<file path="config.mk">
export PLATFORM = sky130hd
export DESIGN_NAME = wb_shared_bus_scheduler_flat
export DESIGN_NICKNAME = d
export VERILOG_FILES = /design/src/rtl/wb_shared_bus_scheduler_pkg.sv /design/src/rtl/wb_shared_bus_scheduler_if.sv /design/src/rtl/wb_shared_bus_scheduler_rr_next_picker.sv /design/src/rtl/wb_shared_bus_scheduler.sv /design/src/flat_wrapper.sv
export SDC_FILE = /design/constraint.sdc
export NUM_CORES = 1
export LEC_CHECK = 0
export BUFFER_PORTS_ARGS = -buffer_cell sky130_fd_sc_hd__buf_2
export CORE_AREA = 2 2 163 165
export CTS_BUF_LIST = sky130_fd_sc_hd__clkbuf_16
export DETAILED_ROUTE_END_ITERATION = 10
export DIE_AREA = 0 0 165 167
export PLACE_DENSITY = 0.4
export SLEW_MARGIN = 15
export SYNTH_ARGS = -nofsm -noshare
export SYNTH_HDL_FRONTEND = slang
export SYNTH_SLANG_ARGS = --single-unit
</file>
<file path="constraint.sdc">
create_clock -name clk -period 1.9 [get_ports clk]
set_input_delay 0.19 -clock clk [delete_from_list [all_inputs] [get_ports clk]]
set_output_delay 0.19 -clock clk [all_outputs]
set_load 0.01 [all_outputs]
</file>
<file path="src/rtl/wb_shared_bus_scheduler_pkg.sv">
// Shared definitions for the Wishbone interconnect: scheduler states,
// Wishbone data/select widths and the round-robin wrap helper.
package wb_shared_bus_scheduler_pkg;

  localparam int unsigned WB_DATA_WIDTH = 32;
  localparam int unsigned WB_SEL_WIDTH  = 4;

  typedef enum logic [1:0] {
    IDLE    = 2'd0,
    GRANTED = 2'd1,
    ABORT   = 2'd2
  } sched_state_e;

  // Index reached by stepping 'offset' places past 'base', wrapping modulo 'modulus'.
  function automatic int unsigned rr_wrap(input int unsigned base,
                                          input int unsigned offset,
                                          input int unsigned modulus);
    return (base + offset) % modulus;
  endfunction

endpackage

</file>
<file path="src/rtl/wb_shared_bus_scheduler_if.sv">
// Controller-side and peripheral-side Wishbone signals of the shared bus
// scheduler. 'master' is the scheduler's view, 'slave' the surrounding fabric.
interface wb_shared_bus_scheduler_if
  import wb_shared_bus_scheduler_pkg::*;
#(
  parameter int unsigned NUM_CONTROLLERS = 4,
  parameter int unsigned ADDR_WIDTH      = 28
);

  // Controller side, packed per controller
  logic [NUM_CONTROLLERS-1:0]               ctrl_cyc;
  logic [NUM_CONTROLLERS-1:0]               ctrl_stb;
  logic [NUM_CONTROLLERS-1:0]               ctrl_we;
  logic [NUM_CONTROLLERS*ADDR_WIDTH-1:0]    ctrl_adr;
  logic [NUM_CONTROLLERS*WB_DATA_WIDTH-1:0] ctrl_dat_w;
  logic [NUM_CONTROLLERS*WB_SEL_WIDTH-1:0]  ctrl_sel;
  logic [NUM_CONTROLLERS-1:0]               ctrl_ack;
  logic [NUM_CONTROLLERS-1:0]               ctrl_err;
  logic [WB_DATA_WIDTH-1:0]                 ctrl_dat_r;

  // Shared peripheral bus
  logic                                     bus_cyc;
  logic                                     bus_stb;
  logic                                     bus_we;
  logic [ADDR_WIDTH-1:0]                    bus_adr;
  logic [WB_DATA_WIDTH-1:0]                 bus_dat_w;
  logic [WB_SEL_WIDTH-1:0]                  bus_sel;
  logic                                     bus_ack;
  logic                                     bus_err;
  logic [WB_DATA_WIDTH-1:0]                 bus_dat_r;

  // One-hot current owner
  logic [NUM_CONTROLLERS-1:0]               grant;

  modport master (
    input  ctrl_cyc, ctrl_stb, ctrl_we, ctrl_adr, ctrl_dat_w, ctrl_sel,
    input  bus_ack, bus_err, bus_dat_r,
    output ctrl_ack, ctrl_err, ctrl_dat_r,
    output bus_cyc, bus_stb, bus_we, bus_adr, bus_dat_w, bus_sel,
    output grant
  );

  modport slave (
    output ctrl_cyc, ctrl_stb, ctrl_we, ctrl_adr, ctrl_dat_w, ctrl_sel,
    output bus_ack, bus_err, bus_dat_r,
    input  ctrl_ack, ctrl_err, ctrl_dat_r,
    input  bus_cyc, bus_stb, bus_we, bus_adr, bus_dat_w, bus_sel,
    input  grant
  );

endinterface

</file>
<file path="src/rtl/wb_shared_bus_scheduler_rr_next_picker.sv">
// Combinational round-robin picker: returns the first active request found
// scanning upward from last_grant+1, wrapping modulo NUM_REQ.
module wb_shared_bus_scheduler_rr_next_picker
  import wb_shared_bus_scheduler_pkg::*;
#(
  parameter int unsigned NUM_REQ = 4,
  parameter int unsigned IDX_W   = $clog2(NUM_REQ)
) (
  input  logic [NUM_REQ-1:0] request,
  input  logic [IDX_W-1:0]   last_grant,
  output logic [IDX_W-1:0]   next_idx,
  output logic               next_valid
);

  // Scan from the farthest candidate back to the nearest so the nearest hit wins
  always_comb begin
    next_idx   = '0;
    next_valid = 1'b0;
    for (int k = NUM_REQ; k > 0; k--) begin
      if (request[IDX_W'(rr_wrap(int'(last_grant), k, NUM_REQ))]) begin
        next_idx   = IDX_W'(rr_wrap(int'(last_grant), k, NUM_REQ));
        next_valid = 1'b1;
      end
    end
  end

endmodule

</file>
<file path="src/rtl/wb_shared_bus_scheduler.sv">
// Round-robin scheduler sharing one Wishbone classic bus between
// NUM_CONTROLLERS controllers. Ownership lasts a whole CYC; one dead cycle
// separates owners. Define WB_SCHED_TIMEOUT_EN to add a stall watchdog that
// aborts a transfer with ERR after TIMEOUT_CYCLES unanswered STB cycles.
module wb_shared_bus_scheduler
  import wb_shared_bus_scheduler_pkg::*;
#(
  parameter int unsigned NUM_CONTROLLERS = 4,
  parameter int unsigned ADDR_WIDTH      = 28,
  parameter int unsigned TIMEOUT_CYCLES  = 255
) (
  input logic                        clk,
  input logic                        rst,
  wb_shared_bus_scheduler_if.master  wb
);

  localparam int unsigned N     = NUM_CONTROLLERS;
  localparam int unsigned IDX_W = $clog2(NUM_CONTROLLERS);

  // Reject configurations the arbiter cannot represent
  if (NUM_CONTROLLERS < 2 || NUM_CONTROLLERS > 8) begin : g_bad_num_controllers
    $error("wb_shared_bus_scheduler: NUM_CONTROLLERS must be in 2..8");
  end
  if (TIMEOUT_CYCLES == 0) begin : g_bad_timeout
    $error("wb_shared_bus_scheduler: TIMEOUT_CYCLES must be at least 1");
  end

  sched_state_e            state_q, state_d;
  logic [N-1:0]            grant_q, grant_d;
  logic [IDX_W-1:0]        gnt_idx_q, gnt_idx_d;
  logic [IDX_W-1:0]        last_grant_q, last_grant_d;

  logic [IDX_W-1:0]        pick_idx;
  logic                    pick_valid;

  logic                    owner_cyc;
  logic                    owner_stb;
  logic                    owner_we;
  logic [ADDR_WIDTH-1:0]   owner_adr;
  logic [WB_DATA_WIDTH-1:0] owner_dat_w;
  logic [WB_SEL_WIDTH-1:0] owner_sel;
  logic                    in_abort;

`ifdef WB_SCHED_TIMEOUT_EN
  localparam int unsigned STALL_W =
    ($clog2(TIMEOUT_CYCLES + 1) > 8) ? $clog2(TIMEOUT_CYCLES + 1) : 8;

  logic [STALL_W-1:0]      stall_cnt_q, stall_cnt_d;

  assign in_abort = (state_q == ABORT);
`else
  assign in_abort = 1'b0;
`endif

  wb_shared_bus_scheduler_rr_next_picker #(
    .NUM_REQ (N),
    .IDX_W   (IDX_W)
  ) u_picker (
    .request    (wb.ctrl_cyc),
    .last_grant (last_grant_q),
    .next_idx   (pick_idx),
    .next_valid (pick_valid)
  );

  // AND-OR mux of the granted controller; yields zero when nothing is granted
  always_comb begin
    owner_cyc   = 1'b0;
    owner_stb   = 1'b0;
    owner_we    = 1'b0;
    owner_adr   = '0;
    owner_dat_w = '0;
    owner_sel   = '0;
    for (int i = 0; i < N; i++) begin
      if (grant_q[i]) begin
        owner_cyc   = owner_cyc   | wb.ctrl_cyc[i];
        owner_stb   = owner_stb   | wb.ctrl_stb[i];
        owner_we    = owner_we    | wb.ctrl_we[i];
        owner_adr   = owner_adr   | wb.ctrl_adr[i*ADDR_WIDTH +: ADDR_WIDTH];
        owner_dat_w = owner_dat_w | wb.ctrl_dat_w[i*WB_DATA_WIDTH +: WB_DATA_WIDTH];
        owner_sel   = owner_sel   | wb.ctrl_sel[i*WB_SEL_WIDTH +: WB_SEL_WIDTH];
      end
    end
  end

  // Shared bus drive and response routing; ERR beats ACK, abort forces an idle bus
  assign wb.bus_cyc    = owner_cyc & ~in_abort;
  assign wb.bus_stb    = owner_stb & ~in_abort;
  assign wb.bus_we     = owner_we;
  assign wb.bus_adr    = owner_adr;
  assign wb.bus_dat_w  = owner_dat_w;
  assign wb.bus_sel    = owner_sel;
  assign wb.ctrl_ack   = grant_q & {N{wb.bus_ack & ~wb.bus_err & ~in_abort}};
  assign wb.ctrl_err   = in_abort ? grant_q : (grant_q & {N{wb.bus_err}});
  assign wb.ctrl_dat_r = wb.bus_dat_r;
  assign wb.grant      = grant_q;

  // Next-state: grant on any request, hold until owner drops CYC (or watchdog fires)
  always_comb begin
    state_d      = state_q;
    grant_d      = grant_q;
    gnt_idx_d    = gnt_idx_q;
    last_grant_d = last_grant_q;
`ifdef WB_SCHED_TIMEOUT_EN
    stall_cnt_d  = '0;
`endif
    case (state_q)
      IDLE: begin
        if (pick_valid) begin
          grant_d   = N'(1) << pick_idx;
          gnt_idx_d = pick_idx;
          state_d   = GRANTED;
        end
      end
      GRANTED: begin
        if (!owner_cyc) begin
          grant_d      = '0;
          last_grant_d = gnt_idx_q;
          state_d      = IDLE;
        end
`ifdef WB_SCHED_TIMEOUT_EN
        else if (owner_stb && !wb.bus_ack && !wb.bus_err) begin
          if (stall_cnt_q == STALL_W'(TIMEOUT_CYCLES - 1)) begin
            state_d = ABORT;
          end else begin
            stall_cnt_d = stall_cnt_q + STALL_W'(1);
          end
        end
`endif
      end
`ifdef WB_SCHED_TIMEOUT_EN
      ABORT: begin
        grant_d      = '0;
        last_grant_d = gnt_idx_q;
        state_d      = IDLE;
      end
`endif
      default: begin
        grant_d = '0;
        state_d = IDLE;
      end
    endcase
  end

  // State register; last_grant resets to N-1 so controller 0 is first in line
  always_ff @(posedge clk) begin
    if (rst) begin
      state_q      <= IDLE;
      grant_q      <= '0;
      gnt_idx_q    <= '0;
      last_grant_q <= IDX_W'(N - 1);
`ifdef WB_SCHED_TIMEOUT_EN
      stall_cnt_q  <= '0;
`endif
    end else begin
      state_q      <= state_d;
      grant_q      <= grant_d;
      gnt_idx_q    <= gnt_idx_d;
      last_grant_q <= last_grant_d;
`ifdef WB_SCHED_TIMEOUT_EN
      stall_cnt_q  <= stall_cnt_d;
`endif
    end
  end

endmodule
</file>
<file path="src/flat_wrapper.sv">
// flat-port wrapper written by rule: the top's interface ports become plain ports
module wb_shared_bus_scheduler_flat import wb_shared_bus_scheduler_pkg::*;
#(
  parameter int unsigned NUM_CONTROLLERS = 4,
  parameter int unsigned ADDR_WIDTH      = 28,
  parameter int unsigned TIMEOUT_CYCLES  = 255
)
  (clk, rst, wb_ctrl_cyc, wb_ctrl_stb, wb_ctrl_we, wb_ctrl_adr, wb_ctrl_dat_w, wb_ctrl_sel, wb_bus_ack, wb_bus_err, wb_bus_dat_r, wb_ctrl_ack, wb_ctrl_err, wb_ctrl_dat_r, wb_bus_cyc, wb_bus_stb, wb_bus_we, wb_bus_adr, wb_bus_dat_w, wb_bus_sel, wb_grant);
  wb_shared_bus_scheduler_if #(.NUM_CONTROLLERS(NUM_CONTROLLERS), .ADDR_WIDTH(ADDR_WIDTH)) wb_i ();
  input logic clk;
  input logic rst;
  input wire logic [$bits(wb_i.ctrl_cyc)-1:0] wb_ctrl_cyc;
  input wire logic [$bits(wb_i.ctrl_stb)-1:0] wb_ctrl_stb;
  input wire logic [$bits(wb_i.ctrl_we)-1:0] wb_ctrl_we;
  input wire logic [$bits(wb_i.ctrl_adr)-1:0] wb_ctrl_adr;
  input wire logic [$bits(wb_i.ctrl_dat_w)-1:0] wb_ctrl_dat_w;
  input wire logic [$bits(wb_i.ctrl_sel)-1:0] wb_ctrl_sel;
  input wire logic [$bits(wb_i.bus_ack)-1:0] wb_bus_ack;
  input wire logic [$bits(wb_i.bus_err)-1:0] wb_bus_err;
  input wire logic [$bits(wb_i.bus_dat_r)-1:0] wb_bus_dat_r;
  output wire logic [$bits(wb_i.ctrl_ack)-1:0] wb_ctrl_ack;
  output wire logic [$bits(wb_i.ctrl_err)-1:0] wb_ctrl_err;
  output wire logic [$bits(wb_i.ctrl_dat_r)-1:0] wb_ctrl_dat_r;
  output wire logic [$bits(wb_i.bus_cyc)-1:0] wb_bus_cyc;
  output wire logic [$bits(wb_i.bus_stb)-1:0] wb_bus_stb;
  output wire logic [$bits(wb_i.bus_we)-1:0] wb_bus_we;
  output wire logic [$bits(wb_i.bus_adr)-1:0] wb_bus_adr;
  output wire logic [$bits(wb_i.bus_dat_w)-1:0] wb_bus_dat_w;
  output wire logic [$bits(wb_i.bus_sel)-1:0] wb_bus_sel;
  output wire logic [$bits(wb_i.grant)-1:0] wb_grant;
  assign wb_i.ctrl_cyc = wb_ctrl_cyc;
  assign wb_i.ctrl_stb = wb_ctrl_stb;
  assign wb_i.ctrl_we = wb_ctrl_we;
  assign wb_i.ctrl_adr = wb_ctrl_adr;
  assign wb_i.ctrl_dat_w = wb_ctrl_dat_w;
  assign wb_i.ctrl_sel = wb_ctrl_sel;
  assign wb_i.bus_ack = wb_bus_ack;
  assign wb_i.bus_err = wb_bus_err;
  assign wb_i.bus_dat_r = wb_bus_dat_r;
  assign wb_ctrl_ack = wb_i.ctrl_ack;
  assign wb_ctrl_err = wb_i.ctrl_err;
  assign wb_ctrl_dat_r = wb_i.ctrl_dat_r;
  assign wb_bus_cyc = wb_i.bus_cyc;
  assign wb_bus_stb = wb_i.bus_stb;
  assign wb_bus_we = wb_i.bus_we;
  assign wb_bus_adr = wb_i.bus_adr;
  assign wb_bus_dat_w = wb_i.bus_dat_w;
  assign wb_bus_sel = wb_i.bus_sel;
  assign wb_grant = wb_i.grant;
  wb_shared_bus_scheduler #(.NUM_CONTROLLERS(NUM_CONTROLLERS), .ADDR_WIDTH(ADDR_WIDTH), .TIMEOUT_CYCLES(TIMEOUT_CYCLES)) u_core (.clk(clk), .rst(rst), .wb(wb_i));
endmodule
</file>
Yosys cells after proc, flatten, opt, wreduce, memory -nomap -nowiden
Cells that the tools add are included.
{ "classes": {"n_addsub": 4, "order_cmp": 4, "n_eq_ne": 3, "n_shift": 1, "n_mux": 46, "bitwise": 23, "n_reduce_logical": 4} }
{ "op_table": {"columns": ["operator", "n"], "rows": [
  ["$mux 32", 4],
  ["$mux 28", 4],
  ["$or 32x32->32", 3],
  ["$or 28x28->28", 3],
  ["$mux 4", 6],
  ["$mux 1", 20],
  ["$lt 2x3->1 const B", 4],
  ["$mux 2", 6],
  ["$or 4x4->4", 3],
  ["$or 1x1->1", 9],
  ["$and 4x4->4", 2],
  ["$bmux 1 s2", 4],
  ["$pmux 4 s2", 1],
  ["$reduce_and 2->1", 3],
  ["$add 2x1->2 const B", 2],
  ["$add 2x2->2 const B", 2],
  ["$pmux 2 s2", 1],
  ["$shl 1x2->4 const A", 1],
  ["$eq 2x1->1 const B", 1],
  ["$logic_not 2->1", 1],
  ["$ne 2x1->1 const B", 1],
  ["$ne 2x2->1 const B", 1],
  ["$not 1->1", 2],
  ["$and 1x1->1", 1]
]} }
{ "word_totals": {"ff_bits": 10, "in_bits": 304, "out_inout_bits": 111, "wordCells": 89} }

Logic depth before layout (Yosys ltp)
Gate-level depths: netlist of the first run.
{ "logic_depth": {"depth_word": 10, "depth_mapped": 6, "depth_no_buf": 4} }

By module
Synthesis of the first run repeated with hierarchy kept, for this count alone.
{ "unflattened": {"cells_unflattened": 330, "area_unflattened_um2": 2213.4} }
{ "by_module_without_submodules": {"columns": ["module", "n_inst", "cells_each", "area_per_inst_um2", "seq_area_each_um2"], "rows": [
  ["wb_shared_bus_scheduler", 1, 316, 2122.0, 180.2],
  ["wb_shared_bus_scheduler_rr_next_picker", 1, 14, 91.3, 0.0]
]} }

Worst setup path before layout of the first run
OpenSTA, ideal clock, no wires.
{ "synth_path": {"path_kind": "register -> output", "startpoint": "register u_core.grant_q[2], in the netlist u_core.wb.grant[2]", "endpoint": "output wb_bus_dat_w[26]", "arrival_time_ns": 1.265, "t_required_ns": 1.710, "setup_slack_ns": 0.445, "stages_incl_launch_ff": 6, "n_path_buf": 3, "cell_sequence": "dfxtp_1 -> clkbuf_1 -> clkbuf_1 -> buf_2 -> a22oi_1 -> nand2_1"} }
{ "synth_via": {"elab_chain_cells": 3} }
{ "synth_rtl": {"columns": ["item", "line", "text"], "rows": [
  ["start, declared", "wb_shared_bus_scheduler.sv:29", "logic [N-1:0] grant_q, grant_d;"],
  ["start signal, assigned", "wb_shared_bus_scheduler.sv:156", "grant_q <= grant_d;"],
  ["$mux 32 *", "wb_shared_bus_scheduler.sv:74", "if (grant_q[i]) begin"],
  ["$or 32x32->32", "wb_shared_bus_scheduler.sv:79", "owner_dat_w = owner_dat_w | wb.ctrl_dat_w[i*WB_DATA_WIDTH +: WB_DATA_WIDTH];"],
  ["$mux 32 *", "wb_shared_bus_scheduler.sv:74", null],
  ["end, declared", "flat_wrapper.sv:28", "output wire logic [$bits(wb_i.bus_dat_w)-1:0] wb_bus_dat_w;"]
]} }
Every way passes the cells marked *; elsewhere a longest branch is shown, timed or not.

Worst setup path after layout of the first run
{ "layout_path": {"startpoint": "register u_core.grant_q[2], in the netlist u_core.wb.grant[2]", "endpoint": "output wb_bus_dat_w[25]"} }
The elaborated chain is that of the path after synthesis.

==> flow_metrics.py, run 1 <==
metrics = {
    "clocking": {
        "cts_tree": "yes",
        "cts.clk_slew.worst_paths_ns": 0.04,
        "cts_max_path_buffers": 2,
        "clock_latency_ns": 0.23,
        "cts_inserted_buffers": 3,
        "htree_levels": 1,
        "cts.sinks": 9,
        "cts_resized": 0,
        "cts_hold_buffers": 0,
        "clock_tree.root_cell": "clkbuf_16",
        "post-cts-setup-buffers": 0,
    },
    "placement": {
        "place.gp.congestion": 0.7428,
        "post_dp_cell_area_mm2": 0.004028,
        "port_buffers": 350,
        "hpwl_um": 10680,
        "placed_cells": 949,
    },
    "floorplanning": {
        "core-area_mm2": 0.02576,
        "row_count": 59,
        "start_util_pct": 8.475,
        "pin_count": 415,
        "fp.dieW_um": 165,
        "die_h_um": 167,
        "dieArea_mm2": 0.02756,
    },
    "detailed_routing": {
        "drt-wirelength-per-cell_um": 13.62,
        "viasPerCell": 3.929,
        "routed_wirelength_um": 12990,
        "drt-initial-drc-count": 142,
        "postRouteAntennaNets": 0,
        "drc": 0,
        "firstDrtPassIters": 6,
        "vias": 3748,
    },
    "logic_synthesis": {
        "synth_seq_cells": 9,
        "synth-seq-area-share_pct": 8.252,
        "syn_nets": 627,
        "synth_cells": 323,
        "synth_cell_type_count": 32,
        "ys_warn_count": 0,
        "synth.cell_area_mm2": 0.002183,
        "syn_area_per_cell_um2": 6.760,
    },
    "global_routing": {
        "grt-ovfl-total": 0,
        "grt_pass1_wl_um": 17750,
        "grt_max_degree": 71,
        "track_usage_pct": 8.207,
        "antenna_found_initial": 2,
        "first_global_vias": 3385,
    },
    "worst_setup_path": {
        "cp-endpoint": "wb_bus_dat_w[25]",
        "cp-start-kind": "flip-flop",
        "cp-startpoint": "u_core.wb.grant[2]$_SDFFE_PP0P_",
        "cp-end-kind": "primary output",
        "r2r_end": "u_core.last_grant_q[0]$_SDFFE_PP1P_",
        "arrival_ns": 1.52,
        "reg2reg_from": "u_core.wb.grant[0]$_SDFFE_PP0P_",
        "required_ns": 1.71,
        "r2r_setup_slack_ns": 0.46,
        "worstSetupPathType": "reg2out",
        "reg2regPathDepth": 4,
        "crit_fanout": 40,
    },
    "layout": {
        "drive_gt1_share_pct": 60.19,
        "fill_cells": 2961,
        "fin_nets": 923,
        "fin_cells": 954,
        "mostFrequentLayoutCells": "350 x buf_2, 134 x a22oi_1, 69 x nand2_1",
        "area_growth_pct": 88.19,
        "layout_commonest_cell": "buf_2",
        "stdcell_area_mm2": 0.004109,
    },
    "timing": {
        "finClkSkew_ns": 0.001386,
        "slew_headroom_pct": 66.86,
        "fmax_ghz": 0.5845,
        "finalHoldViolations": 0,
        "setup_viol": 0,
        "setup_tns_ns": 0,
        "maxSlewViolCount": 0,
        "min_period_ns": 1.711,
        "rsz0062_at_grt": "no",
        "tightest_slew_ns": 0.4972,
        "holdWs_ns": 0.2511,
        "fin_crit_sh_pct": 90.05,
    },
    "power": {
        "power.density_mw_per_mm2": 473.9,
        "ir_drop_uv": 233.8,
        "totalPowerFinal_mw": 1.947,
        "p_leak_nw": 2.298,
    },
    "run_status": {
        "outcome": "completed",
    },
    "worst_hold_path": {
        "hold_class": "in2reg",
        "hold_path.startpoint": "rst",
    },
    "flow_run": {
        "drv_cap": 0,
    },
}
[metal layers]
metal,vias up,routed length (µm),track usage [%],share of wire (%)
li1,1801,-,-,-
met1,1639,4802,8.445,37
met2,278,6644,16.52,51
met3,28,1175,1.245,9.0
met4,2,354,2.533,2.7
met5,-,13,0,0.10
[flip-flops by register name (all words and copies together), names as in the netlist]
| name | flops |
|---|---|
| u_core.gnt_idx_q | 2 |
| u_core.last_grant_q | 2 |
| u_core.state_q | 1 |
| u_core.wb.grant | 4 |
[worst max-delay path: stages, from the launching register on]
cell,delay [ns]
dfxtp_2,0.35
buf_4,0.41
a22oi_1,0.24
nand2_1,0.11
buf_2,0.13
[where the power goes]
part / internal [mW] / total [mW] / switching [mW]
Combinational: 0.624 / 1.35 / 0.725
Sequential: 0.215 / 0.238 / 0.0230
Clock: 0.274 / 0.361 / 0.0865
Total: 1.11 / 1.95 / 0.835
[metrics by stage]
step	utilization, %	worst slack (ns)
final	15.95	0.1891
after global routing	15.95	0.07005
after CTS	15.94	0.1771
after detailed placement	15.63	0.4266
after global placement	15.63	0.4022
after floorplan	-	0.4451
[final cells by class]
| cell class | count | area [µm²] | area share (%) |
|---|---|---|---|
| Multi-Input combinational cell | 246 | 1583 | 38.52 |
| Antenna cell | 1 | 2.502 | 0.06090 |
| Clock inverter | 1 | 3.754 | 0.09135 |
| Sequential cell | 9 | 185.2 | 4.507 |
| Clock buffer | 3 | 75.07 | 1.827 |
| Inverter | 1 | 3.754 | 0.09135 |
| Timing Repair Buffer | 358 | 1837 | 44.70 |
| Tap cell | 335 | 419.2 | 10.20 |
[Yosys cell counts]
| master | n | area [µm²] |
|---|---|---|
| a211o_1 | 2 | 17.52 |
| a211oi_1 | 2 | 15.01 |
| a21boi_1 | 1 | 7.510 |
| a21o_1 | 1 | 7.510 |
| a21oi_1 | 1 | 5.000 |
| a22oi_1 | 134 | 1006 |
| a31oi_2 | 1 | 12.51 |
| and2_1 | 8 | 50.05 |
| and3_1 | 1 | 6.260 |
| buf_2 | 2 | 10.01 |
| buf_4 | 32 | 240.2 |
| buf_6 | 2 | 22.52 |
| buf_8 | 2 | 30.03 |
| clkbuf_1 | 28 | 105.1 |
| dfxtp_1 | 9 | 180.2 |
| dlygate4sd1_1 | 1 | 8.760 |
| inv_1 | 1 | 3.750 |
| mux2i_1 | 1 | 10.01 |
| nand2_1 | 69 | 259.0 |
| nand2b_1 | 2 | 12.51 |
| nand3b_1 | 6 | 45.04 |
| nor2_1 | 3 | 11.26 |
| nor2b_1 | 3 | 18.77 |
| nor4_2 | 1 | 12.51 |
| o21a_2 | 1 | 8.760 |
| o21ai_0 | 1 | 5.000 |
| o22a_1 | 1 | 8.760 |
| o22ai_1 | 2 | 12.51 |
| o22ai_2 | 2 | 25.02 |
| or2_1 | 1 | 6.260 |
| or2b_2 | 1 | 8.760 |
| or3_4 | 1 | 11.26 |
[logic make-up (layout without fill, tap and decap cells)]
logic type | count (synthesis) | after routing | share of synthesized area [%]
muxes | 1 | 1 | 0.4585
AOI/OAI and AO/OA | 149 | 149 | 51.80
buffers and inverters | 68 | 363 | 19.25
other | 0 | 1 | 0
and+or+nand+nor | 96 | 96 | 20.23
DFF | 9 | 9 | 8.252
[how the worst min path moves through the flow]
stage | endpoint | slack [ns] | cells past startpoint
4_1_cts | u_core.gnt_idx_q[1]$_SDFFE_PP0P_ | 0.25 | 2
2_1_floorplan | u_core.wb.grant[0]$_SDFFE_PP0P_ | 0.41 | 2
5_1_grt | u_core.state_q[0]$_SDFFE_PP0P_ | 0.27 | 2
6_report | u_core.gnt_idx_q[1]$_SDFFE_PP0P_ | 0.25 | 2
3_5_place_dp | wb_ctrl_dat_r[12] | 0.38 | 0
3_3_place_gp | wb_ctrl_dat_r[12] | 0.38 | 0
Power figures use the tool's default switching activity.
==> run 2: changes to the inputs <==
--- a/config.mk
+++ b/config.mk
@@ -8,9 +8,9 @@
 export BUFFER_PORTS_ARGS = -buffer_cell sky130_fd_sc_hd__buf_2
 export CORE_AREA = 2 2 163 165
 export CTS_BUF_LIST = sky130_fd_sc_hd__clkbuf_16
+export CTS_CLUSTER_SIZE = 10
 export DETAILED_ROUTE_END_ITERATION = 10
 export DIE_AREA = 0 0 165 167
-export PLACE_DENSITY = 0.4
 export SLEW_MARGIN = 15
 export SYNTH_ARGS = -nofsm -noshare
 export SYNTH_HDL_FRONTEND = slang
==> run 2 against run 1 <==
Compared with the run above: clock power hardly changed; routed wire length fell by 5.1%; via count fell by 0.27%; first-iteration DRC count decreased by 9.2%; total power decreased by 0.87%; die area unchanged; sequential share of layout area about the same; flip-flop and latch count stayed put; critical endpoint is now wb_bus_adr[23].
==> flow_metrics.py, run 2 (synthesis gave the netlist of run 1 again) <==
metrics = {
    "run_status": {
        "outcome": "completed",
    },
    "power": {
        "p_leak_nw": 2.298,
        "ir_drop_uv": 354.6,
        "power.density_mw_per_mm2": 469.5,
    },
    "timing": {
        "rsz0062_at_grt": "no",
        "finClkSkew_ns": 0.003404,
        "setup_viol": 0,
        "fmax_ghz": 0.6064,
        "fin_crit_sh_pct": 86.79,
        "maxSlewViolCount": 0,
        "finalWorstSetupSlack_ns": 0.2509,
        "finalHoldViolations": 0,
        "slew_headroom_pct": 69.75,
        "tightest_slew_ns": 0.4538,
        "min_period_ns": 1.649,
        "setup_tns_ns": 0,
    },
    "clocking": {
        "cts_hold_buffers": 0,
        "cts_tree": "yes",
        "clock_latency_ns": 0.23,
        "cts.clk_slew.worst_paths_ns": 0.04,
        "cts_inserted_buffers": 3,
        "htree_levels": 1,
        "cts.sinks": 9,
        "post-cts-setup-buffers": 0,
        "clock_tree.root_cell": "clkbuf_16",
        "cts_max_path_buffers": 2,
        "cts_resized": 0,
    },
    "detailed_routing": {
        "drt-wirelength-per-cell_um": 12.91,
        "vias": 3738,
        "postRouteAntennaNets": 0,
        "met2WireLength_um": 6205,
        "m1WireLength_um": 4646,
        "routed_wirelength_um": 12330,
        "viasPerCell": 3.914,
        "routed.top_layer": "met4",
        "drc": 0,
        "firstDrtPassIters": 4,
        "routed-wl-met3_um": 1039,
        "drt-initial-drc-count": 129,
    },
    "floorplanning": {
        "pin_count": 415,
        "dieArea_mm2": 0.02756,
        "row_count": 59,
        "fp.dieW_um": 165,
        "core-area_mm2": 0.02576,
        "die_h_um": 167,
        "start_util_pct": 8.475,
    },
    "worst_setup_path": {
        "worstSetupPathType": "reg2out",
        "arrival_ns": 1.46,
        "cp-start-kind": "flip-flop",
        "cp-end-kind": "primary output",
        "required_ns": 1.71,
        "crit_fanout": 40,
    },
    "global_routing": {
        "antenna_found_initial": 2,
        "grt-ovfl-total": 0,
        "track_usage_pct": 7.918,
        "grt_max_degree": 41,
        "grt_pass1_wl_um": 17240,
        "first_global_vias": 3475,
    },
    "worst_hold_path": {
        "hold_class": "in2reg",
    },
    "placement": {
        "dp_slack_ns": 0.4859,
        "place.gp.congestion": 0.7980,
        "post_dp_cell_area_mm2": 0.004028,
        "placed_cells": 949,
        "port_buffers": 350,
        "hpwl_um": 10380,
    },
    "layout": {
        "fin_nets": 923,
        "mostFrequentLayoutCells": "350 x buf_2, 134 x a22oi_1, 69 x nand2_1",
        "stdcell_area_mm2": 0.004111,
        "area_growth_pct": 88.31,
        "multi_input_area_mm2": 0.001583,
        "fin_cells": 955,
        "regArea_um2": 185.2,
        "layout_commonest_cell": "buf_2",
        "largest_reg_flops": 4,
        "drive_gt1_share_pct": 60.19,
        "fill_cells": 2959,
    },
    "flow_run": {
        "drv_cap": 0,
    },
}
run 2: area by class of cell:
class,instances,share of cell area (%)
Multi-Input combinational cell,246,38.50
Inverter,1,0.09130
Timing Repair Buffer,358,44.67
Clock buffer,3,1.826
Clock inverter,1,0.09130
Sequential cell,9,4.504
Antenna cell,2,0.1217
Tap cell,335,10.19
run 2: worst max-delay path, cell delays in order, from the launching register on:
cell and delay, ns:
dfxtp_2 0.36, buf_4 0.39, a22oi_1 0.18, nand2_1 0.12, buf_2 0.14
run 2: final timing paths:
check / startpoint / endpoint / slack (ns) / cells past startpoint
min reg2reg: u_core.gnt_idx_q[0]$_SDFFE_PP0P_ / u_core.last_grant_q[0]$_SDFFE_PP1P_ / 0.46 / 1
max: u_core.wb.grant[0]$_SDFFE_PP0P_ / wb_bus_adr[23] / 0.25 / 4
max reg2reg: u_core.wb.grant[0]$_SDFFE_PP0P_ / u_core.last_grant_q[1]$_SDFFE_PP1P_ / 0.50 / 4
min: rst / u_core.gnt_idx_q[1]$_SDFFE_PP0P_ / 0.24 / 2
run 2: routing by layer:
| metal | global-route usage (%) | vias to the layer above |
|---|---|---|
| met2 | 15.04 | 270 |
| met5 | 0 | - |
| li1 | - | 1797 |
| met4 | 3.025 | 0 |
| met3 | 1.021 | 24 |
| met1 | 8.775 | 1647 |
run 2: stage by stage:
step | hold slack (ns) | util (%) | power (mW)
after global routing | 0.2518 | 15.96 | 2.103
after CTS | 0.2380 | 15.94 | 1.947
after global placement | 0.3801 | 15.63 | 1.563
final | 0.2385 | 15.96 | 1.930
after floorplan | 0.4089 | - | 0.9886
after detailed placement | 0.3801 | 15.63 | 1.577
run 2: where the power goes:
group / total, mW / internal (mW) / switching, mW / leakage [nW]
combinational: 1.34 / 0.626 / 0.709 / 2.18
sequential: 0.236 / 0.215 / 0.0209 / 0.0760
clock: 0.360 / 0.274 / 0.0853 / 0.0423
